<file path="config.mk">
export PLATFORM = sky130hd
export DESIGN_NAME = dmem_region_bridge_flat
export DESIGN_NICKNAME = d
export VERILOG_FILES = /design/src/rtl/dmem_region_bridge_if.sv /design/src/rtl/dmem_region_bridge.sv /design/src/flat_wrapper.sv
export SDC_FILE = /design/constraint.sdc
export NUM_CORES = 1
export LEC_CHECK = 0
export ABC_AREA = 1
export BUFFER_PORTS_ARGS = -buffer_cell sky130_fd_sc_hd__buf_2
export CORE_ASPECT_RATIO = 1.1
export CORE_MARGIN = 1.5
export CORE_UTILIZATION = 47
export CTS_CLUSTER_SIZE = 25
export DETAILED_ROUTE_END_ITERATION = 12
export GPL_TIMING_DRIVEN = 0
export PLACE_DENSITY = 0.85
export SYNTH_ARGS = -nofsm -noshare
export SYNTH_HDL_FRONTEND = slang
export SYNTH_SLANG_ARGS = --single-unit
</file>
<file path="constraint.sdc">
create_clock -name clk_in -period 2.45 [get_ports clk_in]
set_input_delay 0 -clock clk_in [delete_from_list [all_inputs] [get_ports clk_in]]
set_output_delay 0 -clock clk_in [all_outputs]
set_load 0.01 [all_outputs]
</file>
<file path="src/rtl/dmem_region_bridge_if.sv">
`default_nettype none
// ============================================================================
// Module      : dmem_region_bridge_if
// Description : CPU data-port and slave-side signal bundle for dmem_region_bridge.
// Revision    : 1.0 - initial release
// ============================================================================
interface dmem_region_bridge_if #(
    parameter int NUM_REGIONS = 4
);
    logic                     cpu_req;
    logic                     cpu_we;
    logic [1:0]               cpu_width;
    logic                     cpu_sign;
    logic [31:0]              cpu_addr;
    logic [31:0]              cpu_wdata;
    logic [31:0]              cpu_rdata;
    logic                     cpu_ready;
    logic                     cpu_err;

    logic [NUM_REGIONS-1:0]    sl_sel;
    logic [31:0]               sl_addr;
    logic                      sl_we;
    logic [1:0]                sl_width;
    logic                      sl_sign;
    logic [31:0]               sl_wdata;
    logic [32*NUM_REGIONS-1:0] sl_rdata;
    logic [NUM_REGIONS-1:0]    sl_ack;

    // Environment view: the CPU issuing requests plus the slaves answering them
    modport master (
        output cpu_req, cpu_we, cpu_width, cpu_sign, cpu_addr, cpu_wdata,
        input  cpu_rdata, cpu_ready, cpu_err,
        input  sl_sel, sl_addr, sl_we, sl_width, sl_sign, sl_wdata,
        output sl_rdata, sl_ack
    );

    // Bridge view
    modport slave (
        input  cpu_req, cpu_we, cpu_width, cpu_sign, cpu_addr, cpu_wdata,
        output cpu_rdata, cpu_ready, cpu_err,
        output sl_sel, sl_addr, sl_we, sl_width, sl_sign, sl_wdata,
        input  sl_rdata, sl_ack
    );
endinterface
`default_nettype wire

</file>
<file path="src/rtl/dmem_region_bridge.sv">
`default_nettype none
// ============================================================================
// Module      : dmem_region_bridge
// Description : Data-side bridge decoding CPU accesses onto NUM_REGIONS slaves
//               with address rebasing, wait states, ack timeout and bus errors.
//               Optional macro MISALIGN_CHECK_EN turns misaligned accesses into
//               error completions instead of aligning the slave address.
// Revision    : 1.0 - initial release
// ============================================================================
module dmem_region_bridge #(
    parameter int                        NUM_REGIONS = 4,
    // Region 0 in the LSBs; a region whose mask is zero is an unused slot
    parameter logic [32*NUM_REGIONS-1:0] REGION_BASE = {32'h0000_0000, 32'hFFFF_0000,
                                                        32'h1002_0000, 32'h1001_0000},
    parameter logic [32*NUM_REGIONS-1:0] REGION_MASK = {32'h0000_0000, 32'hFFFF_FF00,
                                                        32'hFFFF_0000, 32'hFFFF_0000},
    parameter logic [4*NUM_REGIONS-1:0]  REGION_WAIT = {4'd0, 4'd2, 4'd1, 4'd0},
    parameter int                        TIMEOUT     = 255
) (
    input  wire                     clk_in,
    input  wire                     reset,
    dmem_region_bridge_if.slave     bus
);
    localparam logic [1:0] c_IDLE    = 2'd0;
    localparam logic [1:0] c_WAIT    = 2'd1;
    localparam logic [1:0] c_ACCESS  = 2'd2;
    localparam logic [1:0] c_RESP    = 2'd3;
    localparam logic [7:0] c_TIMEOUT = TIMEOUT[7:0];

    logic [1:0]             r_state;
    logic [1:0]             w_next;
    logic [3:0]             r_wait_cnt;
    logic [7:0]             r_tmo_cnt;
    logic [NUM_REGIONS-1:0] r_target;
    logic [NUM_REGIONS-1:0] r_sel;
    logic                   r_err_pend;
    logic                   r_cpu_ready;
    logic                   r_cpu_err;
    logic [31:0]            r_cpu_rdata;
    logic [31:0]            r_sl_addr;
    logic                   r_sl_we;
    logic [1:0]             r_sl_width;
    logic                   r_sl_sign;
    logic [31:0]            r_sl_wdata;

    logic [NUM_REGIONS-1:0] w_hit;
    logic [NUM_REGIONS-1:0] w_hit_oh;
    logic                   w_hit_any;
    logic [31:0]            w_base;
    logic [3:0]             w_wait;
    logic [31:0]            w_offset_raw;
    logic [31:0]            w_offset;
    logic                   w_dec_err;
    logic                   w_ack;
    logic                   w_tmo;
    logic [31:0]            w_rdata;

    for (genvar g = 0; g < NUM_REGIONS; g++) begin : g_decode
        localparam logic [31:0] c_BASE = REGION_BASE[32*g +: 32];
        localparam logic [31:0] c_MASK = REGION_MASK[32*g +: 32];
        assign w_hit[g] = (c_MASK != 32'd0) && ((bus.cpu_addr & c_MASK) == c_BASE);
    end

    // Descending scan so the lowest-index hit is the one that sticks
    always_comb begin
        w_hit_any = 1'b0;
        w_hit_oh  = '0;
        w_base    = 32'd0;
        w_wait    = 4'd0;
        for (int i = NUM_REGIONS - 1; i >= 0; i--) begin
            if (w_hit[i]) begin
                w_hit_any   = 1'b1;
                w_hit_oh    = '0;
                w_hit_oh[i] = 1'b1;
                w_base      = REGION_BASE[32*i +: 32];
                w_wait      = REGION_WAIT[4*i +: 4];
            end
        end
    end

    assign w_offset_raw = bus.cpu_addr - w_base;

`ifdef MISALIGN_CHECK_EN
    logic w_misalign;
    always_comb begin
        w_misalign = 1'b0;
        if (bus.cpu_width == 2'd1)
            w_misalign = bus.cpu_addr[0];
        else if (bus.cpu_width == 2'd2)
            w_misalign = |bus.cpu_addr[1:0];
    end
    assign w_offset  = w_offset_raw;
    assign w_dec_err = !w_hit_any || w_misalign;
`else
    always_comb begin
        w_offset = w_offset_raw;
        if (bus.cpu_width == 2'd1)
            w_offset[0] = 1'b0;
        else if (bus.cpu_width == 2'd2)
            w_offset[1:0] = 2'b00;
    end
    assign w_dec_err = !w_hit_any;
`endif

    assign w_ack = |(bus.sl_ack & r_sel);
    assign w_tmo = (r_tmo_cnt + 8'd1) == c_TIMEOUT;

    always_comb begin
        w_rdata = 32'd0;
        for (int i = 0; i < NUM_REGIONS; i++) begin
            if (r_sel[i])
                w_rdata = bus.sl_rdata[32*i +: 32];
        end
    end

    always_ff @(posedge clk_in or negedge reset) begin
        if (!reset)
            r_state <= c_IDLE;
        else
            r_state <= w_next;
    end

    // Decode errors pass through ACCESS with no slave selected and leave at
    // once, so they complete with the same two-cycle latency as a fast ack.
    always_comb begin
        w_next = r_state;
        case (r_state)
            c_IDLE: begin
                if (bus.cpu_req) begin
                    if (!w_dec_err && (w_wait != 4'd0))
                        w_next = c_WAIT;
                    else
                        w_next = c_ACCESS;
                end
            end
            c_WAIT: begin
                if (r_wait_cnt == 4'd1)
                    w_next = c_ACCESS;
            end
            c_ACCESS: begin
                if (r_err_pend || w_ack || w_tmo)
                    w_next = c_RESP;
            end
            default: w_next = c_IDLE;
        endcase
    end

    always_ff @(posedge clk_in or negedge reset) begin
        if (!reset) begin
            r_wait_cnt  <= 4'd0;
            r_tmo_cnt   <= 8'd0;
            r_target    <= '0;
            r_sel       <= '0;
            r_err_pend  <= 1'b0;
            r_cpu_ready <= 1'b0;
            r_cpu_err   <= 1'b0;
            r_cpu_rdata <= 32'd0;
            r_sl_addr   <= 32'd0;
            r_sl_we     <= 1'b0;
            r_sl_width  <= 2'd0;
            r_sl_sign   <= 1'b0;
            r_sl_wdata  <= 32'd0;
        end else begin
            r_cpu_ready <= 1'b0;
            r_cpu_err   <= 1'b0;
            r_cpu_rdata <= 32'd0;
            case (r_state)
                c_IDLE: begin
                    if (bus.cpu_req) begin
                        r_sl_addr  <= w_offset;
                        r_sl_we    <= bus.cpu_we;
                        r_sl_width <= bus.cpu_width;
                        r_sl_sign  <= bus.cpu_sign;
                        r_sl_wdata <= bus.cpu_wdata;
                        r_err_pend <= w_dec_err;
                        r_tmo_cnt  <= 8'd0;
                        r_target   <= w_dec_err ? '0 : w_hit_oh;
                        r_wait_cnt <= w_dec_err ? 4'd0 : w_wait;
                        if (!w_dec_err && (w_wait == 4'd0))
                            r_sel <= w_hit_oh;
                    end
                end
                c_WAIT: begin
                    r_wait_cnt <= r_wait_cnt - 4'd1;
                    if (r_wait_cnt == 4'd1)
                        r_sel <= r_target;
                end
                c_ACCESS: begin
                    r_tmo_cnt <= r_tmo_cnt + 8'd1;
                    if (w_next == c_RESP) begin
                        r_sel       <= '0;
                        r_cpu_ready <= 1'b1;
                        r_cpu_err   <= !w_ack;
                        r_cpu_rdata <= (w_ack && !r_sl_we) ? w_rdata : 32'd0;
                    end
                end
                default: begin
                    r_wait_cnt <= 4'd0;
                    r_tmo_cnt  <= 8'd0;
                    r_err_pend <= 1'b0;
                    r_target   <= '0;
                end
            endcase
        end
    end

    assign bus.cpu_ready = r_cpu_ready;
    assign bus.cpu_err   = r_cpu_err;
    assign bus.cpu_rdata = r_cpu_rdata;
    assign bus.sl_sel    = r_sel;
    assign bus.sl_addr   = r_sl_addr;
    assign bus.sl_we     = r_sl_we;
    assign bus.sl_width  = r_sl_width;
    assign bus.sl_sign   = r_sl_sign;
    assign bus.sl_wdata  = r_sl_wdata;
endmodule
`default_nettype wire

</file>
<file path="src/flat_wrapper.sv">
// flat-port wrapper written by rule: the top's interface ports become plain ports
module dmem_region_bridge_flat 
#(
    parameter int                        NUM_REGIONS = 4,
                                                                          
    parameter logic [32*NUM_REGIONS-1:0] REGION_BASE = {32'h0000_0000, 32'hFFFF_0000,
                                                        32'h1002_0000, 32'h1001_0000},
    parameter logic [32*NUM_REGIONS-1:0] REGION_MASK = {32'h0000_0000, 32'hFFFF_FF00,
                                                        32'hFFFF_0000, 32'hFFFF_0000},
    parameter logic [4*NUM_REGIONS-1:0]  REGION_WAIT = {4'd0, 4'd2, 4'd1, 4'd0},
    parameter int                        TIMEOUT     = 255
)
  (clk_in, reset, bus_cpu_req, bus_cpu_we, bus_cpu_width, bus_cpu_sign, bus_cpu_addr, bus_cpu_wdata, bus_cpu_rdata, bus_cpu_ready, bus_cpu_err, bus_sl_sel, bus_sl_addr, bus_sl_we, bus_sl_width, bus_sl_sign, bus_sl_wdata, bus_sl_rdata, bus_sl_ack);
  dmem_region_bridge_if #(.NUM_REGIONS(NUM_REGIONS)) bus_i ();
  input  wire clk_in;
  input  wire reset;
  input wire logic [$bits(bus_i.cpu_req)-1:0] bus_cpu_req;
  input wire logic [$bits(bus_i.cpu_we)-1:0] bus_cpu_we;
  input wire logic [$bits(bus_i.cpu_width)-1:0] bus_cpu_width;
  input wire logic [$bits(bus_i.cpu_sign)-1:0] bus_cpu_sign;
  input wire logic [$bits(bus_i.cpu_addr)-1:0] bus_cpu_addr;
  input wire logic [$bits(bus_i.cpu_wdata)-1:0] bus_cpu_wdata;
  output wire logic [$bits(bus_i.cpu_rdata)-1:0] bus_cpu_rdata;
  output wire logic [$bits(bus_i.cpu_ready)-1:0] bus_cpu_ready;
  output wire logic [$bits(bus_i.cpu_err)-1:0] bus_cpu_err;
  output wire logic [$bits(bus_i.sl_sel)-1:0] bus_sl_sel;
  output wire logic [$bits(bus_i.sl_addr)-1:0] bus_sl_addr;
  output wire logic [$bits(bus_i.sl_we)-1:0] bus_sl_we;
  output wire logic [$bits(bus_i.sl_width)-1:0] bus_sl_width;
  output wire logic [$bits(bus_i.sl_sign)-1:0] bus_sl_sign;
  output wire logic [$bits(bus_i.sl_wdata)-1:0] bus_sl_wdata;
  input wire logic [$bits(bus_i.sl_rdata)-1:0] bus_sl_rdata;
  input wire logic [$bits(bus_i.sl_ack)-1:0] bus_sl_ack;
  assign bus_i.cpu_req = bus_cpu_req;
  assign bus_i.cpu_we = bus_cpu_we;
  assign bus_i.cpu_width = bus_cpu_width;
  assign bus_i.cpu_sign = bus_cpu_sign;
  assign bus_i.cpu_addr = bus_cpu_addr;
  assign bus_i.cpu_wdata = bus_cpu_wdata;
  assign bus_cpu_rdata = bus_i.cpu_rdata;
  assign bus_cpu_ready = bus_i.cpu_ready;
  assign bus_cpu_err = bus_i.cpu_err;
  assign bus_sl_sel = bus_i.sl_sel;
  assign bus_sl_addr = bus_i.sl_addr;
  assign bus_sl_we = bus_i.sl_we;
  assign bus_sl_width = bus_i.sl_width;
  assign bus_sl_sign = bus_i.sl_sign;
  assign bus_sl_wdata = bus_i.sl_wdata;
  assign bus_i.sl_rdata = bus_sl_rdata;
  assign bus_i.sl_ack = bus_sl_ack;
  dmem_region_bridge #(.NUM_REGIONS(NUM_REGIONS), .REGION_BASE(REGION_BASE), .REGION_MASK(REGION_MASK), .REGION_WAIT(REGION_WAIT), .TIMEOUT(TIMEOUT)) u_core (.clk_in(clk_in), .reset(reset), .bus(bus_i));
endmodule
</file>
Word-level counts from Yosys, hierarchy flattened
Cells that the tools add are included.
Storage, ports and cells
  register bits after elaboration: 125
  bits of input ports: 203
  output and inout port bits: 106
  word-level logic and storage cells: 100
Operators by class
  $add $sub $neg: 3
  eq/ne operators: 14
  multiplexer cells: 46
  bitwise logic cells: 4
  reduce and logical (&&, ||, !) cells: 19
Operators with widths (count)
  $mux 32: 10
  $mux 4: 10
  $eq 16x13->1 const B: 2
  $sub 32x32->32: 1
  $eq 24x24->1 const B: 1
  $pmux 4 s3: 2
  $pmux 8 s3: 1
  $mux 2: 6
  $mux 1: 10
  $mux 3: 3
  $add 8x1->8 const B: 1
  $eq 8x8->1 const B: 1
  $mux 8: 1
  $pmux 4 s2: 1
  $reduce_and 2->1: 4
  $eq 2x2->1 const B: 3
  $ne 2x1->1 const B: 3
  $pmux 2 s3: 1
  $reduce_and 5->1: 1
  $and 4x4->4: 1
  $eq 2x1->1 const B: 2
  $eq 4x1->1 const B: 1
  $logic_not 4->1: 1
  $reduce_bool 4->1: 1
  other kinds (11): 18

Logic depth before layout (Yosys ltp)
  depth after elaboration: 12
  mapped depth: 20
  mapped depth without buffers: 20

Worst setup path before layout
OpenSTA, ideal clock, no wires.
  path type: in2reg
  start point: input port bus_cpu_addr[13]
  end point: register u_core.r_sl_addr[26], in the netlist u_core.bus.sl_addr[26]
  library setup time: 118 ps
  data arrival time: 2130 ps
  required time: 2332 ps
  path slack: 202 ps
  cell stages on the path: 18
  path buffers: 0
  path through: nor2_1 > nand2_1 > nor2_1 > nand3_2 > o21ai_0 > ha_1 > inv_1 > fa_1 > nand2_1 > nand2_1 > nand2_1 > nand2_1 > a21oi_1 > o21ai_0 > nand3_1 > nand3b_1 > nand3_1 > nand2_1
On the way
  longest elaborated chain between the ends: 5
Ends and longest elaborated chain
  start, declared: line flat_wrapper.sv:21  | input wire logic [$bits(bus_i.cpu_addr)-1:0] bus_cpu_addr;
  $eq 24x24->1: line dmem_region_bridge.sv:61  | assign w_hit[g] = (c_MASK != 32'd0) && ((bus.cpu_addr & c_MASK) == c_BASE);
  $mux 32 (3 in a row): line dmem_region_bridge.sv:71  | if (w_hit[i]) begin
  $sub 32x32->32 *: line dmem_region_bridge.sv:81  | assign w_offset_raw = bus.cpu_addr - w_base;
  end signal, assigned: line dmem_region_bridge.sv:170  | r_sl_addr <= w_offset;
  end, declared: line dmem_region_bridge.sv:40  | logic [31:0] r_sl_addr;
Every way passes the cells marked *; elsewhere a longest branch is shown, timed or not.
A chain may end at the register's enable or synchronous reset.

Final worst setup path
  start point: input port bus_cpu_addr[9]
  end point: register u_core.r_sl_addr[26], in the netlist u_core.bus.sl_addr[26]
The elaborated chain is that of the path after synthesis.

==> results.md <==
* Clk_lat worst skew at 420 ps
* Slew margin rel. at 0.511
* Routed length per instance at 15.3 um
* Status: completed
* Total GRT Usage at 0.294
* P_leak at 0.00528 uW
* Multi-input logic area at 0.00322 mm^2
* Total Nets Final at 1477
* RSZ-0062 raised after global routing: yes
* Compound-Gate Fraction of Synth Area at 0.108
* CTS buffer count at 17
* Synth top area cells: dfrtp_1 (46%), nand2_1 (17%), a21oi_1 (6.1%)
* # fillers at 1069
* Final ANT Viol Nets at 0
* Initial core utilization at 0.481
* Finished Core Util at 0.714
* First-pass GRT wire length at 34000 um
* Maximum clock insertion buffer count at 2
* Die area at 0.0149 mm^2
* Fin crit share at 0.928
* Crit path buffers/inverters at 2
* Slew @ Worst Pin at 733 ps
* Largest net degree at the start of global routing at 98
* Vias in the first global route at 7278
* Worst-path fanout max at 14
* Yosys reg bits at 123
* Gate Count Post-Synth at 860
* WP data arrival at 2580 ps
* Die Y-Extent at 128 um
* Crit-path max cell delay at 380 ps
* Crit path launch type: input port
* Worst path top cell family by delay: simple AND/OR/NAND/NOR gates
* Post-Synthesis Cell Area at 0.00667 mm^2
* Post-synthesis simple-gate area fraction at 0.316
* Synthesized area per cell at 7.75 um^2
* Initial DRT Pass Iterations at 6
* Combinational Power Share at 0.357
* Die Wd at 117 um
* Placer Congestion at 0.962
* Via-per-instance ratio at 5.15
* Seq/Total Area, Yosys at 0.462
* Tmin final at 2270 ps
* Post-synth EDFFs at 0
* Final hold viol count at 0
* Hold_ws at 30.2 ps
* CP cell instances: buf_2 -> nor2_1 -> nand2_1 -> nor2_1 -> nand3_4 -> o21ai_0 -> ha_1 -> inv_1 -> fa_1 -> nand2_1 -> nand2_1 -> nand2_1 -> nand2_1 -> a21oi_2 -> o21ai_0 -> nand3_1 -> nand3b_1 -> nand3_1 -> nand2_1
* Commonest cells post-synth: nand2_1 (293), dfrtp_1 (123), nor2_1 (101)
* Residual DRC count at 0
* Area Growth Syn to Fin at 48.4%
* Most numerous cell in the Yosys netlist: nand2_1
* # rows at 45
* Mapped Nets at 1088
* Netlist cell types at 42
* DP Wirelength at 14400 um
* Clk slew on worst S/H paths at 60 ps
* I/O Pins at 309
* Flop pwr share at 0.338
* Routed via count at 7473
* Largest family of logic cells by synthesized area: simple AND/OR/NAND/NOR gates
* Mux share of post-synthesis cell area at 0
* Final setup viols at 0
* Yosys Warn Count at 0
* Area of the core at 0.0139 mm^2
* Post-Synth XOR/XNOR Area at 0.00920
* Post-Route WL at 22200 um
* Synth area leader: dfrtp_1
* P_int at 5630 uW
* H-tree depth at 4
* Fmax at 440 MHz
* Critical setup path kind: input port to flop
* Clk root buf: clkbuf_16
* Final TNS setup at 0 ps
* Share of cells above drive strength 1 at 0.287
* Peak VDD IR at 0.583 mV
* Reg area at 0.00308 mm^2
* Sink Count at 123
* Async S/R FF share, synth at 1.00
* Iteration-0 DRC Markers at 550
* Net Sw Frac at 0.364
* Initial antenna violation count at 1
* Congestion Overflow GR at 0
* Dominant synthesized flop cell: dfrtp_1
* Worst Path Required at 2760 ps
* Sw Pwr at 3220 uW
* Input/output buffers at 274
* Crit path top cell by count: nand2_1
* Slowest CP cell: fa_1
* Adder-Cell Fraction of Synth Area at 0.0481
* Synth top area share at 0.462
* Clock power frac at 0.305
* Hold Path Class: input port to flop
* Pwr per Cell Area at 895 mW/mm^2
* CTS tree: built
* Max cap viols at 0
* Slew Viols, Final at 0
* Critical Path Sink Type: flop
* Setup Skew at 8.56 ps
[what timing repair did]
item	4_1_cts	5_1_grt
gates resized for setup	1	3
hold buffers	88	0
pin swaps	0	1
hold endpoints to repair	209	0
gates cloned	0	0
endpoints found under the setup margin	1	12
setup buffers	0	7
[per-layer routing]
metal / track usage / part of all wire / vias to the layer above
li1: - / - / 3562
met1: 0.356 / 0.39 / 3485
met2: 0.491 / 0.50 / 337
met3: 0.0520 / 0.056 / 89
met4: 0.170 / 0.050 / 0
met5: 0 / 0 / -
[power groups by stage]
stage          clock, uW  sequential [uW]  combinational (uW)
6_report            2700             2990                3160
5_1_grt             2820             3060                3510
4_1_cts             2710             2970                3100
3_5_place_dp           0             3000                2960
3_3_place_gp           0             2980                2890
2_1_floorplan          0             3260                1520
[kinds of logic (layout without fill, tap and decap cells)]
| logic type | Yosys count | in the layout |
|---|---|---|
| simple gates | 481 | 481 |
| other cells | 1 | 2 |
| xor+xnor | 7 | 7 |
| fa+ha+maj | 25 | 25 |
| compound gates | 131 | 131 |
| flops | 123 | 123 |
| buf+inv | 92 | 494 |
[registers in the layout, indices dropped and copies added, names as in the netlist, 3 cells and up]
name and cells:
u_core.bus.cpu_rdata 32, u_core.bus.sl_addr 32, u_core.bus.sl_wdata 32, u_core.r_tmo_cnt 8, u_core.r_wait_cnt 4, u_core.bus.sl_sel 3, u_core.r_target 3
[placed cells by master (no fill, tap or decap), types with 3 or more instances in the layout]
| master | n |
|---|---|
| a21oi_1 | 80 |
| a21oi_2 | 3 |
| a31oi_1 | 5 |
| buf_1 | 9 |
| buf_2 | 275 |
| buf_4 | 8 |
| buf_6 | 4 |
| bufinv_16 | 4 |
| clkbuf_1 | 27 |
| clkbuf_16 | 17 |
| clkbuf_8 | 3 |
| clkinvlp_4 | 4 |
| dfrtp_1 | 123 |
| dlygate4sd3_1 | 88 |
| ha_1 | 24 |
| inv_1 | 50 |
| nand2_1 | 293 |
| nand3_1 | 28 |
| nand4_1 | 6 |
| nor2_1 | 101 |
| nor3_1 | 11 |
| nor3_2 | 28 |
| o21a_1 | 3 |
| o21ai_0 | 27 |
| o31ai_1 | 3 |
| xor2_1 | 6 |
[worst paths after layout]
check	from	endpoint	slack, ps	depth (start not counted)
worst max-delay path	bus_cpu_addr[9]	u_core.bus.sl_addr[26]$_DFFE_PN0P_	180	19
worst min-delay path	bus_sl_rdata[52]	u_core.bus.cpu_rdata[20]$_DFF_PN0_	30	5
worst max register to register	u_core.bus.sl_sel[0]$_DFFE_PN0P_	u_core.bus.cpu_rdata[2]$_DFF_PN0_	230	6
worst min register to register	u_core.bus.sl_wdata[17]$_DFFE_PN0P_	u_core.bus.sl_wdata[17]$_DFFE_PN0P_	470	2
max in group asynchronous	reset	u_core.bus.sl_wdata[6]$_DFFE_PN0P_	1650	3
min in group asynchronous	reset	u_core.bus.cpu_err$_DFF_PN0_	40	2
[per-stage QoR]
stage / std cells / setup slack [ps] / power (uW) / area [um^2]
final: 1451 / 177 / 8860 / 9890
after detailed placement: 1323 / -444 / 5960 / 8310
after global routing: 1451 / -57.6 / 9390 / 9890
after global placement: 1322 / -406 / 5870 / 8270
after floorplan: 860 / 202 / 4780 / 6670
after CTS: 1443 / 78.6 / 8790 / 9830
[final cells by class]
type                       count  share of cell area
antenna                        1            0.000253
clock inverter                10              0.0166
inverter                      51              0.0194
tap                          188              0.0238
multi-input combinational    645               0.326
clock buffer                  22              0.0479
buffer                        41              0.0186
sequential                   123               0.311
timing repair buffer         370               0.236
[tightest hold or removal path: stages]
cell and delay, ps:
buf_2 80, a21oi_1 50, nor2_1 80, a21oi_1 60, nor3_2 130
No activity file was read; power rests on OpenSTA's default activity.
